==> src/rtl/spu_desc_pkg.sv <==
// Instruction descriptions shared across the SPU front end: opcode
// encodings and the even/odd execution-pipe identifiers.
package spu_desc_pkg;

  // Opcodes referenced by dispatch; the remaining 7-bit codes exist but
  // need no name here.
  typedef enum logic [6:0] {
    OP_UNDEF               = 7'd0,
    OP_ADD_WORD            = 7'd1,
    OP_ADD                 = 7'd13,
    OP_OR                  = 7'd17,
    OP_ODD_FIRST           = 7'd67,
    OP_LOAD_QUADWORD_AFORM = 7'd81,
    OP_ODD_LAST            = 7'd92,
    OP_NOP_EXECUTE         = 7'd93,
    OP_NOP_LOAD            = 7'd94
  } opcode_e;

  localparam logic PIPE_EVEN = 1'b0;
  localparam logic PIPE_ODD  = 1'b1;

endpackage

==> src/rtl/dual_issue_dispatch_pkg.sv <==
// Dispatch-local types: pipe classification, dispatch state and the
// issue-slot record. Slot field widths bound the REG_AW / PC_W parameters
// of dual_issue_dispatch.
package dual_issue_dispatch_pkg;
  import spu_desc_pkg::*;

  localparam int SLOT_REG_AW = 7;
  localparam int SLOT_PC_W   = 32;

  typedef logic [6:0] op_t;

  typedef enum logic [1:0] {
    ST_EMPTY,
    ST_FULL,
    ST_SECOND
  } dispatch_state_e;

  typedef struct packed {
    op_t                    op;
    logic [SLOT_REG_AW-1:0] rt;
    logic [SLOT_REG_AW-1:0] ra;
    logic [SLOT_REG_AW-1:0] rb;
    logic [SLOT_REG_AW-1:0] rc;
    logic [SLOT_PC_W-1:0]   pc;
  } issue_slot_t;

  // Odd pipe: 67..92 plus 94; everything else (93 and undefined 0 too) is even.
  function automatic logic pipe_of(input op_t op);
    if ((op >= OP_ODD_FIRST && op <= OP_ODD_LAST) || op == OP_NOP_LOAD)
      return PIPE_ODD;
    return PIPE_EVEN;
  endfunction

endpackage

==> src/rtl/dual_issue_dispatch_pair_check.sv <==
// Combinational pair check: pipe class of each op and whether the pair can
// issue together (different pipes, no register overlap on op0's target).
module pair_check
  import dual_issue_dispatch_pkg::*;
#(
  parameter int REG_AW = 7
) (
  input  op_t               op0,
  input  op_t               op1,
  input  logic [REG_AW-1:0] rt0,
  input  logic [REG_AW-1:0] ra1,
  input  logic [REG_AW-1:0] rb1,
  input  logic [REG_AW-1:0] rc1,
  input  logic [REG_AW-1:0] rt1,
  output logic              pipe0,
  output logic              pipe1,
  output logic              dual_issuable
);

  logic dep_hazard;

  assign pipe0 = pipe_of(op0);
  assign pipe1 = pipe_of(op1);

  // Compared regardless of whether op1 actually reads each field.
  assign dep_hazard = (rt0 == ra1) || (rt0 == rb1) || (rt0 == rc1) || (rt0 == rt1);

  assign dual_issuable = (pipe0 != pipe1) && !dep_hazard;

endmodule

==> src/rtl/dual_issue_dispatch.sv <==
// Dual-issue dispatch: holds one decoded pair and issues it to the even and
// odd pipe slots, together when independent, otherwise over two edges in
// program order. Define DUAL_ISSUE_EN to allow pairing; without it every
// pair issues split.
module dual_issue_dispatch
  import spu_desc_pkg::*, dual_issue_dispatch_pkg::*;
#(
  parameter int REG_AW = 7,
  parameter int PC_W   = 32
) (
  input  logic              clk,
  input  logic              rst_n,
  input  logic              in_valid,
  output logic              in_ready,
  input  logic [PC_W-1:0]   in_pc,
  input  logic [6:0]        in_op0,
  input  logic [6:0]        in_op1,
  input  logic [REG_AW-1:0] in_rt0,
  input  logic [REG_AW-1:0] in_ra0,
  input  logic [REG_AW-1:0] in_rb0,
  input  logic [REG_AW-1:0] in_rc0,
  input  logic [REG_AW-1:0] in_rt1,
  input  logic [REG_AW-1:0] in_ra1,
  input  logic [REG_AW-1:0] in_rb1,
  input  logic [REG_AW-1:0] in_rc1,
  input  logic              stall,
  input  logic              flush,
  output logic              ev_valid,
  output logic [6:0]        ev_op,
  output logic [REG_AW-1:0] ev_rt,
  output logic [REG_AW-1:0] ev_ra,
  output logic [REG_AW-1:0] ev_rb,
  output logic [REG_AW-1:0] ev_rc,
  output logic [PC_W-1:0]   ev_pc,
  output logic              od_valid,
  output logic [6:0]        od_op,
  output logic [REG_AW-1:0] od_rt,
  output logic [REG_AW-1:0] od_ra,
  output logic [REG_AW-1:0] od_rb,
  output logic [REG_AW-1:0] od_rc,
  output logic [PC_W-1:0]   od_pc
);

  dispatch_state_e state;
  issue_slot_t     buf0, buf1;
  issue_slot_t     in_slot0, in_slot1;
  issue_slot_t     ev_q, od_q;
  logic            ev_v, od_v;
  logic [PC_W-1:0] pc1;
  logic            pipe0, pipe1, pair_dual, dual_issuable;
  logic            accept;

  pair_check #(.REG_AW(REG_AW)) u_pair_check (
    .op0           (buf0.op),
    .op1           (buf1.op),
    .rt0           (buf0.rt[REG_AW-1:0]),
    .ra1           (buf1.ra[REG_AW-1:0]),
    .rb1           (buf1.rb[REG_AW-1:0]),
    .rc1           (buf1.rc[REG_AW-1:0]),
    .rt1           (buf1.rt[REG_AW-1:0]),
    .pipe0         (pipe0),
    .pipe1         (pipe1),
    .dual_issuable (pair_dual)
  );

`ifdef DUAL_ISSUE_EN
  assign dual_issuable = pair_dual;
`else
  // Pair check stays in place so both builds share the same datapath.
  assign dual_issuable = 1'b0 & pair_dual;
`endif

  // A new pair fits whenever the buffer drains (or is already empty) this edge.
  assign in_ready = rst_n && !stall && !flush &&
                    (state == ST_EMPTY || state == ST_SECOND ||
                     (state == ST_FULL && dual_issuable));
  assign accept   = in_valid && in_ready;

  assign pc1 = in_pc + PC_W'(4);

  // Pack the incoming pair into slot records; op1 sits at the next word.
  always_comb begin
    // NOTE: every always_comb output gets a default first so no path infers a latch.
    in_slot0    = '0;
    in_slot1    = '0;
    in_slot0.op = in_op0;
    in_slot0.rt = SLOT_REG_AW'(in_rt0);
    in_slot0.ra = SLOT_REG_AW'(in_ra0);
    in_slot0.rb = SLOT_REG_AW'(in_rb0);
    in_slot0.rc = SLOT_REG_AW'(in_rc0);
    in_slot0.pc = SLOT_PC_W'(in_pc);
    in_slot1.op = in_op1;
    in_slot1.rt = SLOT_REG_AW'(in_rt1);
    in_slot1.ra = SLOT_REG_AW'(in_ra1);
    in_slot1.rb = SLOT_REG_AW'(in_rb1);
    in_slot1.rc = SLOT_REG_AW'(in_rc1);
    in_slot1.pc = SLOT_PC_W'(pc1);
  end

  // Dispatch FSM: drains the buffer into the pipe slots and refills it on accept.
  always_ff @(posedge clk or negedge rst_n) begin
    if (!rst_n) begin
      // NOTE: the pair buffer is reset along with the slots so a half-issued pair can never leak out after reset.
      state <= ST_EMPTY;
      buf0  <= '0;
      buf1  <= '0;
      ev_q  <= '0;
      od_q  <= '0;
      ev_v  <= 1'b0;
      od_v  <= 1'b0;
    end else if (flush) begin
      state <= ST_EMPTY;
      buf0  <= '0;
      buf1  <= '0;
      ev_v  <= 1'b0;
      od_v  <= 1'b0;
    end else if (!stall) begin
      // NOTE: non-blocking updates; a later assignment in this block overrides an earlier default for the same edge.
      ev_v <= 1'b0;
      od_v <= 1'b0;
      case (state)
        ST_FULL: begin
          if (pipe0 == PIPE_ODD) begin
            od_q <= buf0;
            od_v <= 1'b1;
          end else begin
            ev_q <= buf0;
            ev_v <= 1'b1;
          end
          if (dual_issuable) begin
            // Pipes differ, so op1 lands in the slot op0 left free.
            if (pipe1 == PIPE_ODD) begin
              od_q <= buf1;
              od_v <= 1'b1;
            end else begin
              ev_q <= buf1;
              ev_v <= 1'b1;
            end
            state <= ST_EMPTY;
          end else begin
            state <= ST_SECOND;
          end
        end
        ST_SECOND: begin
          if (pipe1 == PIPE_ODD) begin
            od_q <= buf1;
            od_v <= 1'b1;
          end else begin
            ev_q <= buf1;
            ev_v <= 1'b1;
          end
          state <= ST_EMPTY;
        end
        default: ;
      endcase
      if (accept) begin
        buf0  <= in_slot0;
        buf1  <= in_slot1;
        state <= ST_FULL;
      end
    end
  end

  assign ev_valid = ev_v;
  assign ev_op    = ev_q.op;
  assign ev_rt    = ev_q.rt[REG_AW-1:0];
  assign ev_ra    = ev_q.ra[REG_AW-1:0];
  assign ev_rb    = ev_q.rb[REG_AW-1:0];
  assign ev_rc    = ev_q.rc[REG_AW-1:0];
  assign ev_pc    = ev_q.pc[PC_W-1:0];
  assign od_valid = od_v;
  assign od_op    = od_q.op;
  assign od_rt    = od_q.rt[REG_AW-1:0];
  assign od_ra    = od_q.ra[REG_AW-1:0];
  assign od_rb    = od_q.rb[REG_AW-1:0];
  assign od_rc    = od_q.rc[REG_AW-1:0];
  assign od_pc    = od_q.pc[PC_W-1:0];

endmodule

==> config.mk <==
export PLATFORM = sky130hd
export DESIGN_NAME = dual_issue_dispatch
export DESIGN_NICKNAME = d
export VERILOG_FILES = /design/src/rtl/spu_desc_pkg.sv /design/src/rtl/dual_issue_dispatch_pkg.sv /design/src/rtl/dual_issue_dispatch_pair_check.sv /design/src/rtl/dual_issue_dispatch.sv
export SDC_FILE = /design/constraint.sdc
export NUM_CORES = 1
export LEC_CHECK = 0
export BUFFER_PORTS_ARGS = -buffer_cell sky130_fd_sc_hd__buf_2
export CAP_MARGIN = 25
export CORE_UTILIZATION = 40
export DETAILED_ROUTE_END_ITERATION = 6
export PLACE_DENSITY = 0.6
export SETUP_SLACK_MARGIN = 0.2
export SYNTH_ARGS = -nofsm -noshare
export SYNTH_HDL_FRONTEND = slang
export SYNTH_SLANG_ARGS = --single-unit
==> constraint.sdc <==
create_clock -name clk -period 2.75 [get_ports clk]
set_input_delay 0.55 -clock clk [delete_from_list [all_inputs] [get_ports clk]]
set_output_delay 0.55 -clock clk [all_outputs]
set_load 0.02 [all_outputs]
Yosys cells after proc, flatten, opt, wreduce, memory -nomap -nowiden. Cells that the tools add are included.

Memories kept: 0. Latch bits: 0. RAM bits: 0. Register bits: 272. Word-level logic and storage cells: 94. ROM bits: 0.

Order comparisons: 4. Mux-type cells: 32. $add $sub $neg: 1. Multiply operators: 0. Equal/unequal tests: 9. Reductions and logical operators: 19. Bitwise logic cells: 2. Div/mod/pow operators: 0. Shift-type cells: 0.

Operator list (count): 2-to-1 mux 67 bit (10); case mux 67 bit (2 select lines) (2); adder 32 x 3 -> 32 bit (second input constant) (1); == test 7 bit (second input constant) (2); greater-or-equal comparator 7 bit (second input constant) (2); less-or-equal comparator 7 bit (second input constant) (2); 2-to-1 mux 1 bit (14); AND reduction 5 bit (2); inequality test 2 bit (second input constant) (4); logical AND 1 bit (6); 2-to-1 mux 2 bit (3); case mux 1 bit (2 select lines) (2); case mux 2 bit (2 select lines) (1); AND reduction 2 bit (2); nonzero test 2 bit (2); nonzero test 4 bit (1); logical OR 1 bit (3); == test 2 x 1 -> 1 bit (second input constant) (1); == test 2 bit (second input constant) (1); zero test 1 bit (2); zero test 2 bit (1); inequality test 2 x 1 -> 1 bit (second input constant) (1); NOT 1 bit (2).

Depth between registers and ports, before layout. Gate-level depths: netlist (run 1).

Depth in word-level cells: 9. Gate-level depth with buffers: 11. Mapped depth without buffers: 7.

Cells and area by module. From an unflattened synthesis (run 1), not the netlist that was laid out.

Cells, all modules: 1204. Area, all modules: 11873.9 um2.

Modules (own cells, without submodules): dual_issue_dispatch (cells each 1158, times used 1, sequential area each 6756.5 um2, area an instance 11493.5 um2); pair_check (cells each 46, times used 1, sequential area each 0.0 um2, area an instance 380.4 um2).

Worst setup path before layout (run 1). OpenSTA, ideal clock, no wires.

Path type: reg-to-reg. From: reg state[0]. To: reg buf0[32] (netlist bit). Setup slack: 0.350 ns. Stages on the path, launching flop included: 12. Arrival time: 2.334 ns. Required time: 2.684 ns. Path through: dfrtp_1 -> inv_1 -> ha_1 -> buf_2 -> o21ai_0 -> nor3_1 -> and2_1 -> clkbuf_1 -> buf_2 -> buf_2 -> nand2_1 -> nand2_1.

Cells in the longest elaborated chain, start to end: 6.

RTL lines: start, declared (line dual_issue_dispatch.sv:44) `dispatch_state_e state;`; start signal, assigned (line dual_issue_dispatch.sv:104) `state <= ST_EMPTY;`; start signal, assigned (line dual_issue_dispatch.sv:112) `state <= ST_EMPTY;`; start signal, assigned (line dual_issue_dispatch.sv:139) `state <= ST_EMPTY;`; == test 2 bit / zero test 2 bit (equally long branches) (line dual_issue_dispatch.sv:75) `(state == ST_EMPTY || state == ST_SECOND ||`; logical OR 1 bit (*) (line dual_issue_dispatch.sv:75); logical AND 1 bit (*) (line dual_issue_dispatch.sv:74) `assign in_ready = rst_n && !stall && !flush &&`; named net in_ready (line dual_issue_dispatch.sv:14) `output logic in_ready,`; logical AND 1 bit (*) (line dual_issue_dispatch.sv:77) `assign accept = in_valid && in_ready;`; nonzero test 2 bit (no line) (*); AND reduction 2 bit (no line) (*); end signal, assigned (line dual_issue_dispatch.sv:157) `buf0 <= in_slot0;`; end, declared (line dual_issue_dispatch.sv:45) `issue_slot_t buf0, buf1;`.

Mark *: on every way through the listed nets, which the timed path passes. The rest lies on a longest branch. A chain may end at the register's enable or synchronous reset.

Worst setup path after layout (run 1).
From: reg state[0]. To: out in_ready.

Cells in the longest elaborated chain, start to end: 3.

RTL lines (line): == test 2 bit / zero test 2 bit (equally long branches) (dual_issue_dispatch.sv:75); logical OR 1 bit (*) (dual_issue_dispatch.sv:75); logical AND 1 bit (*) (dual_issue_dispatch.sv:74); end, declared (dual_issue_dispatch.sv:14).

Every way passes the cells marked *; elsewhere a longest branch is shown, timed or not.

==> metrics.cfg, run 1 <==
[cts]
clk_pin_slew_ps = 60
cts_buffer_depth = 3
cts.sinks = 270
clock_insertion_delay_worst_skew_ps = 550
root_buffer = clkbuf_16
cts_buffers = 31
cts_tree = built
holdBufCountCts = 0
h-tree-depth = 1

[sta]
finalCriticalPeriod_ps = 2440
fin_crit_sh = 0.888
slew-limit-headroom = 0.375
rsz0062_at_grt = no
tns_ps = 0
fin_worst_skew_ps = 14.8
finalHoldViolCount = 0
slew_viol_final = 0
setup_viol = 0
worst_pin_slew_ps = 937
fmax_ghz = 0.410

[setup_path]
critPathKind = reg -> out
cp_max_fo = 5
slowest_stage = dfrtp_1
cp-start-kind = flop
required_ps = 2200
cp_cell_sequence = inv_1, ha_4, o21ai_0, nor3_2, buf_4, buf_2
critPathCaptureType = output port
worst-endpoint-arrival_ps = 1890
max_stage_delay_ps = 390

[pwr]
p_per_area_mw_per_mm2 = 963
ir_drop_mv = 0.575
p_leak_nw = 6.92

[routing]
wl_per_cell_um = 16.8
drcViolationCount = 0
via_count = 8973
drt_iter0_drc = 533
ant_nets = 0
vias_per_cell = 5.02
firstDrtPassIters = 4
wl_um = 30000

[yosys]
synthCells = 1165
synth-edff-count = 0
syn_area_per_cell_um2 = 10.0
ys_warn_count = 0
ys_types = 38
synth_top_flop_cell = dfrtp_1
ys_ff_latch = 270
ys_seq_area_frac = 0.579
netlist_area_mm2 = 0.0117
synth_nets = 1276
async_flop_share = 1.00

[placed_design]
io_buffers = 243
dpl.hpwl_um = 19400
dp.cells = 1725
gp_congestion = 0.765

[final_layout]
fin_nets = 1486
final_cells = 1789
synthToLayoutAreaGrowth_pct = 23.9
multi_input_comb_area_mm2 = 0.00457
drive_gt1_frac = 0.234
register_area_mm2 = 0.00676
fillers = 2728

[die]
coreArea_mm2 = 0.0287
die_w_um = 173
dieArea_mm2 = 0.0299
rows = 62
io_pins = 244
start_util = 0.407
die_height_um = 173

[global_routing]
grt_first_pass_wirelength_um = 48500
grt.met3_usage = 0.0475
antenna_found_initial = 8
grt_busiest_layer = met2
use_met1 = 0.281
grt_usage = 0.200
grt-ovfl-total = 0
grt_pass1_vias = 8861
grt.met2_usage = 0.311
grt_max_degree = 162

[min_path]
hold_path.class = in -> async

[status]
status = finished clean

[run]
cap_violations = 0

-- critical path, delay by kind of cell, from the launching register on --
kind / cells / cell delay [ps]
simple gates: 1 / 160
buf+inv: 3 / 450
compound gates: 1 / 140
fa+ha+maj: 1 / 200
flops: 1 / 390
-- where the power goes --
part           total (mW)  switching, mW  leakage (nW)  internal, mW
combinational        3.83           2.49          2.86          1.34
sequential           5.56          0.547          3.49          5.02
clock                4.52           1.63         0.572          2.89
-- flip-flops by register name, indices dropped and copies added, names as in the netlist --
name and count:
ev_pc 32, od_valid 1, od_rc 7, od_pc 32, ev_rt 7, buf1 65
od_rb 7, od_op 7, od_rt 7, state 2, ev_op 7, ev_valid 1
od_ra 7, buf0 67, ev_rc 7, ev_ra 7, ev_rb 7
-- layer usage --
metal / vias to the layer above / part of all wire
met5: - / 0.00077
met4: 4 / 0.016
met3: 36 / 0.063
met2: 219 / 0.45
met1: 4356 / 0.47
li1: 4358 / -
-- cell usage after synthesis, types with 4 or more instances --
cell type  instances  area share
nand4_1            9      0.0048
mux2_2             4      0.0039
and4_1             4      0.0030
nor3_1             9      0.0039
nor4_1             7      0.0038
nor2_1           142       0.046
mux2i_1           65       0.056
a211oi_1           6      0.0039
xor2_1             9      0.0068
buf_2             28       0.012
nand2_1          217       0.070
nand3_1            8      0.0034
dfrtp_1          270        0.58
xnor2_1           19       0.014
nand3b_1         126       0.081
a21oi_1          131       0.056
clkbuf_1          51       0.016
o21ai_0           25       0.011
ha_1               4      0.0043
-- kinds of logic (layout without fill, tap and decap cells) --
| group | Yosys count | count (layout) | share of synthesized area |
|---|---|---|---|
| simple gates | 536 | 536 | 0.224 |
| xor+xnor | 28 | 28 | 0.0210 |
| compound gates | 170 | 170 | 0.0787 |
| buf+inv | 88 | 321 | 0.0329 |
| other cells | 0 | 7 | 0 |
| fa+ha+maj | 4 | 4 | 0.00429 |
| flops | 270 | 270 | 0.579 |
| mux | 69 | 69 | 0.0596 |
-- path summary, 6_finish.rpt --
check	from	slack [ps]	cells after the start	to
setup / recovery	state[0]$_DFFE_PN0P_	310	6	in_ready
min in group clk	in_rt1[5]	190	3	buf1[58]$_DFFE_PN0P_
max in group asynchronous	rst_n	1360	3	buf1[36]$_DFFE_PN0P_
hold reg to reg	ev_pc[0]$_DFFE_PN0P_	510	1	ev_pc[0]$_DFFE_PN0P_
setup reg to reg	state[1]$_DFFE_PN0P_	390	7	ev_pc[0]$_DFFE_PN0P_
hold / removal	rst_n	110	2	od_rt[3]$_DFFE_PN0P_
-- metrics by stage --
stage	setup slack, ps	hold slack, ps	area, µm²	total power [mW]	util
detailed placement	396	491	13300	9.51	0.462
global route	195	142	14400	14.7	0.503
finish	309	107	14500	13.9	0.504
floorplan	350	254	11700	7.95	-
global placement	449	490	13300	9.44	0.462
CTS	225	113	14400	14.1	0.503
-- final cells by class --
| type | count | area share |
|---|---|---|
| timing repair buffer | 262 | 0.102 |
| clock buffer | 47 | 0.0675 |
| inverter | 3 | 0.000779 |
| tap | 384 | 0.0332 |
| sequential | 270 | 0.467 |
| clock inverter | 9 | 0.0120 |
| multi-input combinational | 807 | 0.316 |
| antenna | 7 | 0.00121 |
-- what timing repair did --
item                                    4_1_cts  5_1_grt
hold endpoints to repair                      0        0
pin swaps                                     0        1
gates resized for setup                       1        0
endpoints found under the setup margin        1        1
buffers inserted                              0        1
-- layout by cell type, fill, tap and decap left out, drive strengths merged, types with 5 or more instances in the layout --
cell,count
dfrtp,270
buf,262
nand2,217
nor2,142
a21oi,131
nand3b,126
mux2i,65
clkbuf,47
o21ai,25
xnor2,19
nand4,9
xor2,9
nor3,9
nand3,9
diode,7
nor4,7
a211oi,6
bufinv,5
Note: power is estimated with default switching activity, not from simulation.
==> run 2, diff against run 1 <==
Clock period 2.75 ns to 2.51 ns, I/O delays scaled along.
==> run 2 against run 1 <==
Via count is 0.99% higher. Die area stayed put. Clock power hardly changed. Cell count is 0.84% higher. Utilization is 0.54 points higher. Highest routed layer unchanged.
==> metrics.cfg, run 2 (synthesis results as in run 1) <==
[cts]
clk_pin_slew_ps = 60
root_buffer = clkbuf_16
clock_insertion_delay_worst_skew_ps = 550
cts_buffer_depth = 3
cts_tree = built
cts_buffers = 31
h-tree-depth = 1
cts.sinks = 270

[setup_path]
cp-start-kind = flop
critPathCaptureType = output port
rrSetupSlack_ps = 360
critPathKind = reg -> out
cp_max_fo = 2
rr_startpoint = buf0[60]$_DFFE_PN0P_
required_ps = 2010
reg2regPathDepth = 8
worst-endpoint-arrival_ps = 1800
r2r_end = ev_rc[1]$_DFFE_PN0P_

[die]
die_height_um = 173
die_w_um = 173
dieArea_mm2 = 0.0299
rows = 62
coreArea_mm2 = 0.0287
io_pins = 244
start_util = 0.407

[sta]
setup_viol = 0
tns_ps = 0
fmax_ghz = 0.434
fin_worst_skew_ps = 25.8
finalHoldViolCount = 0
slew-limit-headroom = 0.475
slew_viol_final = 0
finalCriticalPeriod_ps = 2300
holdWs_ps = 59.8
worst_pin_slew_ps = 788
fin_crit_sh = 0.917
rsz0062_at_grt = yes

[global_routing]
grt.met3_usage = 0.0396
grt_first_pass_wirelength_um = 49000
grt_usage = 0.201
use_met1 = 0.277
antenna_found_initial = 4
grt.met2_usage = 0.332
grt-ovfl-total = 0
grt_max_degree = 135
grt_busiest_layer = met2
grt_pass1_vias = 9008

[run]
cap_violations = 0

[status]
status = finished clean

[routing]
drt_iter0_drc = 450
firstDrtPassIters = 5
wl_um = 30500
vias_per_cell = 5.02
wl_per_cell_um = 16.9
via_count = 9062
drcViolationCount = 0
ant_nets = 0

[final_layout]
final_cells = 1804
fin_nets = 1503
largest_reg_flops = 67
mostFrequentLayoutCells = dfrtp_1, buf_2, nand2_1
synthToLayoutAreaGrowth_pct = 25.2
reg_top3 = buf0: 67 flops, buf1: 65 flops
drive_gt1_frac = 0.244
final_common_cell = dfrtp_1
top_register = buf0

[placed_design]
gp_congestion = 0.772
io_buffers = 243
dp.cells = 1731
dpl.hpwl_um = 19700

[min_path]
hold_path.class = in -> async

[pwr]
p_leak_nw = 6.99
ir_drop_mv = 0.659
p_per_area_mw_per_mm2 = 1020

## run 2: cell count changes in the layout (fill, tap and decap cells not counted), sizes merged
| cell | before | now |
|---|---|---|
| buf | 262 | 276 |
| bufinv | 5 | 2 |
| diode | 7 | 4 |
| clkinvlp | 0 | 2 |
| dlygate4sd3 | 0 | 1 |
| clkinv | 3 | 6 |
| inv | 4 | 5 |
## run 2: where the power goes
part           switching (mW)  total, mW  internal [mW]
Clock                    1.78       4.49           2.71
Combinational            2.78       4.29           1.51
Sequential              0.602       6.10           5.50
## run 2: what timing repair did
item / CTS / global route
pin swaps: 2 / 1
hold endpoints to repair: 2 / 0
resized for setup: 11 / 6
buffers inserted: 4 / 5
hold buffers: 1 / 0
gates cloned: 0 / 2
endpoints found under the setup margin: 1 / 71
## run 2: through the flow
step	power, mW	cell area [µm²]	setup WS [ps]	util
finish	14.9	14600	208	0.509
detailed placement	10.5	13400	272	0.466
floorplan	8.71	11700	329	-
global route	15.7	14600	119	0.509
global placement	10.4	13400	351	0.466
CTS	15.0	14500	194	0.505
## run 2: worst max-delay path: stages, from the launching register on
cell     delay (ps)
dfrtp_1         400
inv_2           120
ha_4            150
o21ai_4          70
nor3_4          240
buf_6           150
buf_6           110
## run 2: worst max path at each step
stage / start / endpoint / cells after the start
after detailed placement: state[0]$_DFFE_PN0P_ / ev_pc[27]$_DFFE_PN0P_ / 9
after global routing: state[1]$_DFFE_PN0P_ / in_ready / 6
after global placement: state[1]$_DFFE_PN0P_ / ev_pc[1]$_DFFE_PN0P_ / 7
after floorplan: state[0]$_DFFE_PN0P_ / buf0[32]$_DFFE_PN0P_ / 11
after CTS: state[1]$_DFFE_PN0P_ / in_ready / 6
final: state[0]$_DFFE_PN0P_ / in_ready / 6
## run 2: area by class of cell
class,instances,area [µm²]
well taps,384,480
clock buffers,45,908
multi-input cells,807,4600
flip-flops and latches,270,6760
diodes,4,10.0
fillers,2719,14100
repair buffers,279,1720
inverters,3,11.3
clock inverters,12,123
## run 2: routing by layer
layer / up-vias / part of all wire / wire length [µm]
met5: - / 0.00043 / 13
met4: 2 / 0.0096 / 293
met2: 210 / 0.48 / 14800
met3: 25 / 0.052 / 1590
met1: 4435 / 0.45 / 13800
li1: 4390 / - / -
